--- src/rtl/alu_muldiv_exec.sv ---
// Execute-stage ALU with an iterative signed mult/div engine.
// Single-cycle ops update Result/Zero; mult/div write Hi/Lo after WIDTH+2 cycles.
module alu_muldiv_exec #(
    parameter int WIDTH = 32
) (
    input  logic             clk,
    input  logic             reset,
    input  logic             start,
    input  logic [3:0]       ALU_Control,
    input  logic [WIDTH-1:0] A,
    input  logic [WIDTH-1:0] B,
    input  logic [4:0]       shamt,
    output logic [WIDTH-1:0] Result,
    output logic             Zero,
    output logic [WIDTH-1:0] Hi,
    output logic [WIDTH-1:0] Lo,
    output logic             busy,
    output logic             done
);
    localparam int CW = $clog2(WIDTH);

    localparam logic [3:0] OP_AND  = 4'b0000;
    localparam logic [3:0] OP_OR   = 4'b0001;
    localparam logic [3:0] OP_ADD  = 4'b0010;
    localparam logic [3:0] OP_XOR  = 4'b0100;
    localparam logic [3:0] OP_MULT = 4'b0101;
    localparam logic [3:0] OP_SUB  = 4'b0110;
    localparam logic [3:0] OP_SLT  = 4'b0111;
    localparam logic [3:0] OP_SLL  = 4'b1000;
    localparam logic [3:0] OP_SRL  = 4'b1001;
    localparam logic [3:0] OP_SRA  = 4'b1010;
    localparam logic [3:0] OP_DIV  = 4'b1011;
    localparam logic [3:0] OP_NOR  = 4'b1100;

    typedef enum logic [1:0] {IDLE, MUL, DIV, FIX} state_t;

    state_t state, state_nxt;

    logic [CW-1:0]    cnt;
    logic             op_div;
    logic             neg_q;
    logic             neg_r;
    logic             div0;
    logic [WIDTH-1:0] mb;
    logic [WIDTH-1:0] q;
    logic [WIDTH-1:0] rem;

    logic [WIDTH-1:0] alu;
    logic             is_mul;
    logic             is_div;
    logic             last;
    logic [WIDTH-1:0] abs_a;
    logic [WIDTH-1:0] abs_b;
    logic [WIDTH:0]   mul_sum;
    logic [WIDTH:0]   div_sh;
    logic [WIDTH+1:0] div_diff;
    logic [2*WIDTH-1:0] prod;
    logic [2*WIDTH-1:0] prod_fix;
    logic [WIDTH-1:0] q_fix;
    logic [WIDTH-1:0] r_fix;

    assign is_mul = (ALU_Control == OP_MULT);
    assign is_div = (ALU_Control == OP_DIV);
    assign last   = (cnt == CW'(WIDTH - 1));
    assign abs_a  = A[WIDTH-1] ? -A : A;
    assign abs_b  = B[WIDTH-1] ? -B : B;

    // One shift-add step: add multiplicand on multiplier LSB, shift pair right
    assign mul_sum = {1'b0, rem} + (q[0] ? {1'b0, mb} : '0);

    // One restoring-division step: shift next dividend bit in, trial subtract
    assign div_sh   = {rem, q[WIDTH-1]};
    assign div_diff = {1'b0, div_sh} - {2'b0, mb};

    // Sign correction applied in FIX; magnitude arithmetic covers MIN/-1
    assign prod     = {rem, q};
    assign prod_fix = neg_q ? -prod : prod;
    assign q_fix    = div0 ? '1 : (neg_q ? -q : q);
    assign r_fix    = neg_r ? -rem : rem;

    // Single-cycle ALU result for the current opcode
    always_comb begin
        alu = '0;
        case (ALU_Control)
            OP_AND:  alu = A & B;
            OP_OR:   alu = A | B;
            OP_ADD:  alu = A + B;
            OP_SUB:  alu = A - B;
            OP_XOR:  alu = A ^ B;
            OP_NOR:  alu = ~(A | B);
            OP_SLT:  alu = {{(WIDTH-1){1'b0}}, ($signed(A) < $signed(B))};
            OP_SLL:  alu = B << shamt;
            OP_SRL:  alu = B >> shamt;
            OP_SRA:  alu = WIDTH'($signed(B) >>> shamt);
            default: alu = '0;
        endcase
    end

    // State register
    always_ff @(posedge clk) begin
        if (reset) state <= IDLE;
        else       state <= state_nxt;
    end

    // Next-state logic
    always_comb begin
        state_nxt = state;
        case (state)
            IDLE: begin
                if (start && is_mul)      state_nxt = MUL;
                else if (start && is_div) state_nxt = DIV;
            end
            MUL:     if (last) state_nxt = FIX;
            DIV:     if (last) state_nxt = FIX;
            FIX:     state_nxt = IDLE;
            default: state_nxt = IDLE;
        endcase
    end

    // Datapath: operand latch, iteration, sign fix-up and result registers
    always_ff @(posedge clk) begin
        if (reset) begin
            Result <= '0;
            Zero   <= 1'b0;
            Hi     <= '0;
            Lo     <= '0;
            busy   <= 1'b0;
            done   <= 1'b0;
            cnt    <= '0;
            op_div <= 1'b0;
            neg_q  <= 1'b0;
            neg_r  <= 1'b0;
            div0   <= 1'b0;
            mb     <= '0;
            q      <= '0;
            rem    <= '0;
        end else begin
            done <= 1'b0;
            case (state)
                IDLE: begin
                    if (start && (is_mul || is_div)) begin
                        busy   <= 1'b1;
                        cnt    <= '0;
                        op_div <= is_div;
                        neg_q  <= A[WIDTH-1] ^ B[WIDTH-1];
                        neg_r  <= A[WIDTH-1];
                        div0   <= (B == '0);
                        mb     <= abs_b;
                        q      <= abs_a;
                        rem    <= '0;
                    end else if (start) begin
                        Result <= alu;
                        Zero   <= (alu == '0);
                        done   <= 1'b1;
                    end
                end
                MUL: begin
                    rem <= mul_sum[WIDTH:1];
                    q   <= {mul_sum[0], q[WIDTH-1:1]};
                    cnt <= cnt + CW'(1);
                end
                DIV: begin
                    if (!div_diff[WIDTH+1]) begin
                        rem <= div_diff[WIDTH-1:0];
                        q   <= {q[WIDTH-2:0], 1'b1};
                    end else begin
                        rem <= div_sh[WIDTH-1:0];
                        q   <= {q[WIDTH-2:0], 1'b0};
                    end
                    cnt <= cnt + CW'(1);
                end
                FIX: begin
                    if (op_div) begin
                        Lo <= q_fix;
                        Hi <= r_fix;
                    end else begin
                        Lo <= prod_fix[WIDTH-1:0];
                        Hi <= prod_fix[2*WIDTH-1:WIDTH];
                    end
                    busy <= 1'b0;
                    done <= 1'b1;
                end
                default: ;
            endcase
        end
    end
endmodule

--- config.mk ---
export PLATFORM = sky130hd
export DESIGN_NAME = alu_muldiv_exec
export DESIGN_NICKNAME = d
export VERILOG_FILES = /design/src/rtl/alu_muldiv_exec.sv
export SDC_FILE = /design/constraint.sdc
export NUM_CORES = 1
export LEC_CHECK = 0
export ABC_AREA = 1
export CAP_MARGIN = 40
export CORE_MARGIN = 10
export CORE_UTILIZATION = 47
export DETAILED_ROUTE_END_ITERATION = 16
export PLACE_DENSITY = 0.66
export SLEW_MARGIN = 25
export SYNTH_ARGS = -nofsm -noshare
export SYNTH_HDL_FRONTEND = slang
export SYNTH_SLANG_ARGS = --single-unit
--- constraint.sdc ---
create_clock -name clk -period 7.1 [get_ports clk]
set_input_delay 2.13 -clock clk [delete_from_list [all_inputs] [get_ports clk]]
set_output_delay 2.13 -clock clk [all_outputs]
set_load 0.01 [all_outputs]
[After elaboration in Yosys (flattened, before gate mapping)]
Index checks and enable logic that the tools add are counted.
Cells by class
  bitwise gates (word level): 6
  multiplexer cells: 27
  equality and inequality tests: 18
  add/sub/neg operators: 10
  reductions and logical operators: 18
  shifts and indexed selects: 3
  magnitude comparators: 1
Operator list (number)
  two-way mux 32 bit: 11
  one-hot mux 32 bit (10 select lines): 1
  one-hot mux 32 bit (3 select lines): 2
  negation 32 bit: 4
  zero test 32 bit: 2
  two-way mux 64 bit: 1
  negation 64 bit: 1
  subtractor 33 x 32 -> 34 bit: 1
  adder 32 x 32 -> 33 bit: 1
  adder 32 bit: 1
  AND 32 bit: 1
  less-than comparator 32 bit: 1
  inverter 32 bit: 1
  OR 32 bit: 1
  left shift 32 x 5 -> 32 bit: 1
  >> shifter 32 x 5 -> 32 bit: 1
  >>> shifter 32 x 5 -> 32 bit: 1
  subtractor 32 bit: 1
  XOR 32 bit: 1
  equality test 4 bit (second input constant): 5
  equality test 4 x 3 -> 1 bit (second input constant): 4
  one-hot mux 5 bit (2 select lines): 1
  AND reduction 2 bit: 5
  two-way mux 2 bit: 3
  23 further kinds: 31
Storage, ports and cells
  logic and storage cells: 98
  output and inout port bits: 99
  flip-flop bits (word level): 206

[Longest topological paths before layout]
  depth after elaboration: 5
  gate-level depth with buffers: 22
  mapped depth without buffers: 20

[Least setup slack after synthesis]
No wires, ideal clock.
  path kind: input -> register
  start: input port B[21]
  end: register Zero
  data required time: 7033 ps
  setup slack: 2922 ps
  library setup time: 67 ps
  stages: 19
  arrival: 4111 ps
  buffers on the path: 2
  cells stage by stage: clkbuf_1 > inv_1 > ha_1 > buf_2 > nor2_1 > inv_1 > nor2_1 > nand2_1 > nor2_1 > nand2_1 > nand3_1 > nand2_1 > nand3_1 > nand3_1 > nor2_1 > nand2_1 > nor2_1 > nand3_1 > a21oi_2
On the way
  cells in the longest elaborated chain, start to end: 4
  elaborated cells between the ends (all ways): 12
  those cells by class: add/sub (2); order compare (1); shift (3); mux (1); bitwise (4); reduce/logical (1)
RTL lines
  start: declaration: line 11  | input logic [WIDTH-1:0] B,
  parallel branches: the longest is 2 deep, another holds subtractor 32 bit
  one-hot mux 32 bit (10 select lines) (*): line 84  | case (ALU_Control)
  zero test 32 bit (*): line 153  | Zero <= (alu == '0);
  end signal: assignment: line 153
  end: declaration: line 14  | output logic Zero,
Mark *: on every way between the ends.
A chain may end at the register's enable or synchronous reset.

[Worst setup path after layout]
  start: input port shamt[0]
  end: register Zero
On the way
  cells in the longest elaborated chain, start to end: 3
  elaborated cells between the ends (all ways): 5
  those cells by class: shift (3); mux (1); reduce/logical (1)
RTL lines
  start: declaration: line 12  | input logic [4:0] shamt,
  >>> shifter 32 x 5 -> 32 bit, or another cell as far along: line 94  | OP_SRA: alu = WIDTH'($signed(B) >>> shamt);
  one-hot mux 32 bit (10 select lines) (*): line 84
  zero test 32 bit (*): line 153
Every way passes the cells marked *; elsewhere a longest branch is shown, timed or not.

==> impl_results.md <==
* Final worst-path cycle share at 82.5%
* TNS Setup at 0 ps
* Async S/R FF share, synth at 0%
* DR iter-0 viols at about 4200
* Crit-path slowest cell: nand2_1
* Main combinational cell family by area after synthesis: simple AND/OR/NAND/NOR gates
* Routed WL per cell at between 20 and 25 um
* Synth Flop Type: dfxtp_1
* Post-Syn Instances at just under 5000
* Port Buffers at 174
* Count of final setup violators at 0
* Synthesized-area fraction occupied by xor and xnor cells at under 10%
* Unrepaired setup endpoints after global routing: false
* Post_cts resized at 0
* TritonCTS clock tree: built
* Clock buffer depth at 3
* Static Leak at about 0.015 uW
* Die Width at approximately 260 um
* First drt pass iteration count at 7
* Worst clock skew at 49.5 ps
* Max incr delay on CP at 560 ps
* Path type of the worst setup path: in2reg
* Sink Count at between 200 and 250
* CP arrival at approximately 6400 ps
* Ratio of cells with drive above 1 in the final layout at ~4.9%
* F_max at approximately 170 MHz
* Yosys warns at 0
* Sequential area share after synthesis at 15.2%
* Htree depth at 1
* Initial antenna violation count at 1
* Post-route minimum period at roughly 5900 ps
* CP most frequent cell: nand3_1
* Fillcell total at just over 6000
* Full die area at approximately 68000 um2
* Endpoints failing hold at 0
* Worst-path clk slew at 60 ps
* Slew headroom at about a third
* Synthesized area per cell at 5.61 um2
* Total CTS buffers at 27
* Max-slew violations at 0
* Antenna-violating nets left at 0
* Multiplexer share of the synthesized area at 0%
* Vias in the first global route at 31741
* CP required at around 7600 ps
* Worst skew pair latency at roughly 600 ps
* Via-per-instance ratio at roughly 6.0
* CP endpoint kind: register
* Slew @ Worst Pin at ~970 ps
* Synth Area in Compound Gates at a little over a fifth
* Pwr dens at 235 nW/um2
* WP buf/inv at 3
* First-pass GRT wire length at 201000 um
* Postcts setup bufs at 0
* Die Y at 260 um
* CP Cell Sequence: clkdlybuf4s50_1, buf_4, inv_2, nand2_1, nand3_1, nand3_1, nand2_1, a21oi_2, o21ai_0, nor2_1, nand3_1, nor2_1, nand2_1, nor2_1, nand3_1, a21oi_2
* Routability Congestion at around 1.1
* Critical path launch point type: input port
* Largest net degree at the start of global routing at 90
* Leading cell types in the layout, fill and taps excluded: nand2_1 (1230), inv_1 (625), nand3_1 (557)
* Core box area at 56700 um2
* Overall global routing resource usage at 38.9%
* Max IR drop VDD at roughly 0.00022 V
* I/O Pins at about 180
* Initial core utilization at 47.8%
* Status: completed
* Final Util at around 54%
* Syn Std Cell Area at roughly 27000 um2
* Post-synthesis simple-gate area fraction at between 30% and 40%
* DR DRC count at 0
* Post-synth cell types at 59
* Most common cell after layout, fill and taps aside: nand2_1
* DR vias at ~34000
* Flops & latches, synth at between 200 and 250
* Nets at 5156
* Worst Hold Class: reg2reg
* Antenna Cells at 0
* Syn nets at 5093
* Post-DP HPWL at between 100000 and 150000 um
* Cell Rows at 87
* Max-cap viol count at 0
* CP delay by family, top: simple AND/OR/NAND/NOR gates
* Gr ovfl total at 0
* Final WL at between 100000 and 150000 um
* Worst Path Max Fanout at 35
* Syn-to-layout area delta at 11.9%
* Synth Area in Adders at roughly 8.7%
* CTS Root Cell: clkbuf_16
* Post-CTS Hold Buffers at 0
* Number of synthesized flops with an enable pin at 0
==> synthesized netlist by cell type, drive strengths merged (7+ instances only) <==
| cell | instances | area, um2 |
|---|---|---|
| nor4 | 22 | 150 |
| nand3 | 560 | 2820 |
| o211ai | 57 | 438 |
| o22ai | 53 | 332 |
| o21bai | 36 | 270 |
| or2 | 13 | 81.3 |
| xor2 | 69 | 604 |
| nand4 | 51 | 319 |
| nand2 | 1250 | 4750 |
| xnor2 | 15 | 131 |
| inv | 648 | 2430 |
| ha | 183 | 2290 |
| a31oi | 35 | 219 |
| a21o | 16 | 120 |
| o21ai | 399 | 2030 |
| clkbuf | 100 | 378 |
| nor3 | 80 | 457 |
| nand3b | 7 | 52.6 |
| a221oi | 24 | 216 |
| nor2 | 495 | 1930 |
| buf | 118 | 728 |
| a21oi | 326 | 1650 |
| o221ai | 26 | 228 |
| a211oi | 9 | 82.6 |
| dfxtp | 206 | 4120 |
==> cell families after synthesis <==
group / count (synthesis)
and+or+nand+nor: 2487
xor gates and xnor gates: 84
AOI/OAI and AO/OA: 996
buffers and inverters: 870
adders and majority gates: 187
DFF: 206
==> metrics by stage <==
step           power (uW)  instances  cell area, um2  hold slack [ps]  setup WS (ps)
2_1_floorplan        4170       4830           27100              459           2920
3_3_place_gp         5430       5611           29200              463            967
3_5_place_dp         5480       5618           29300              466           1060
4_1_cts              7000       5666           30300              483           1680
5_1_grt              7530       5668           30300              508           1210
6_report             7140       5668           30300              478           1240
==> worst reg2reg max path, stage by stage (launching register included) <==
cell	delay [ps]
dfxtp_1	730
nand2_1	110
inv_1	70
ha_1	290
fa_1	260
nand2_1	100
nand2_1	90
o21ai_0	210
o21ai_0	540
a21oi_1	320
o221ai_1	330
a21oi_1	100
o21ai_0	90
nand2_1	70
nand2_1	60
a21oi_1	70
==> layout make-up <==
class / instances / area (um2) / area share [%]
clock inverters: 16 / 246 / 0.812
repair buffers: 252 / 2380 / 7.83
inverters: 652 / 2450 / 8.08
flip-flops and latches: 206 / 4130 / 13.6
clock buffers: 32 / 724 / 2.39
well taps: 756 / 946 / 3.12
multi-input cells: 3754 / 19500 / 64.2
==> final timing paths <==
check,startpoint,endpoint,slack [ps],depth (start not counted)
min,Hi[28],Hi[28],480,2
max,shamt[0],Zero,1240,16
max reg2reg,q[0],rem[29],3530,15
min reg2reg,Hi[28],Hi[28],480,2
==> per-layer routing <==
layer	track usage, %	wire length [um]
met1	46.3	52000
met2	60.7	59200
met4	32.0	13500
met3	7.03	13200
met5	0	13
==> where the power goes <==
part | leakage, uW | total (uW) | switching, uW | internal, uW
registers | 0.00168 | 1530 | 195 | 1330
logic | 0.0130 | 4090 | 2840 | 1250
clock network | 0.000460 | 1520 | 601 | 917
total | 0.0151 | 7140 | 3640 | 3500
==> state kept, by name, summed over array words and instances, names as in the netlist, 2 cells and up <==
register	count
Hi	32
Result	32
q	32
state	2
cnt	5
mb	32
Lo	32
rem	32
No activity file was read; power rests on OpenSTA's default activity.
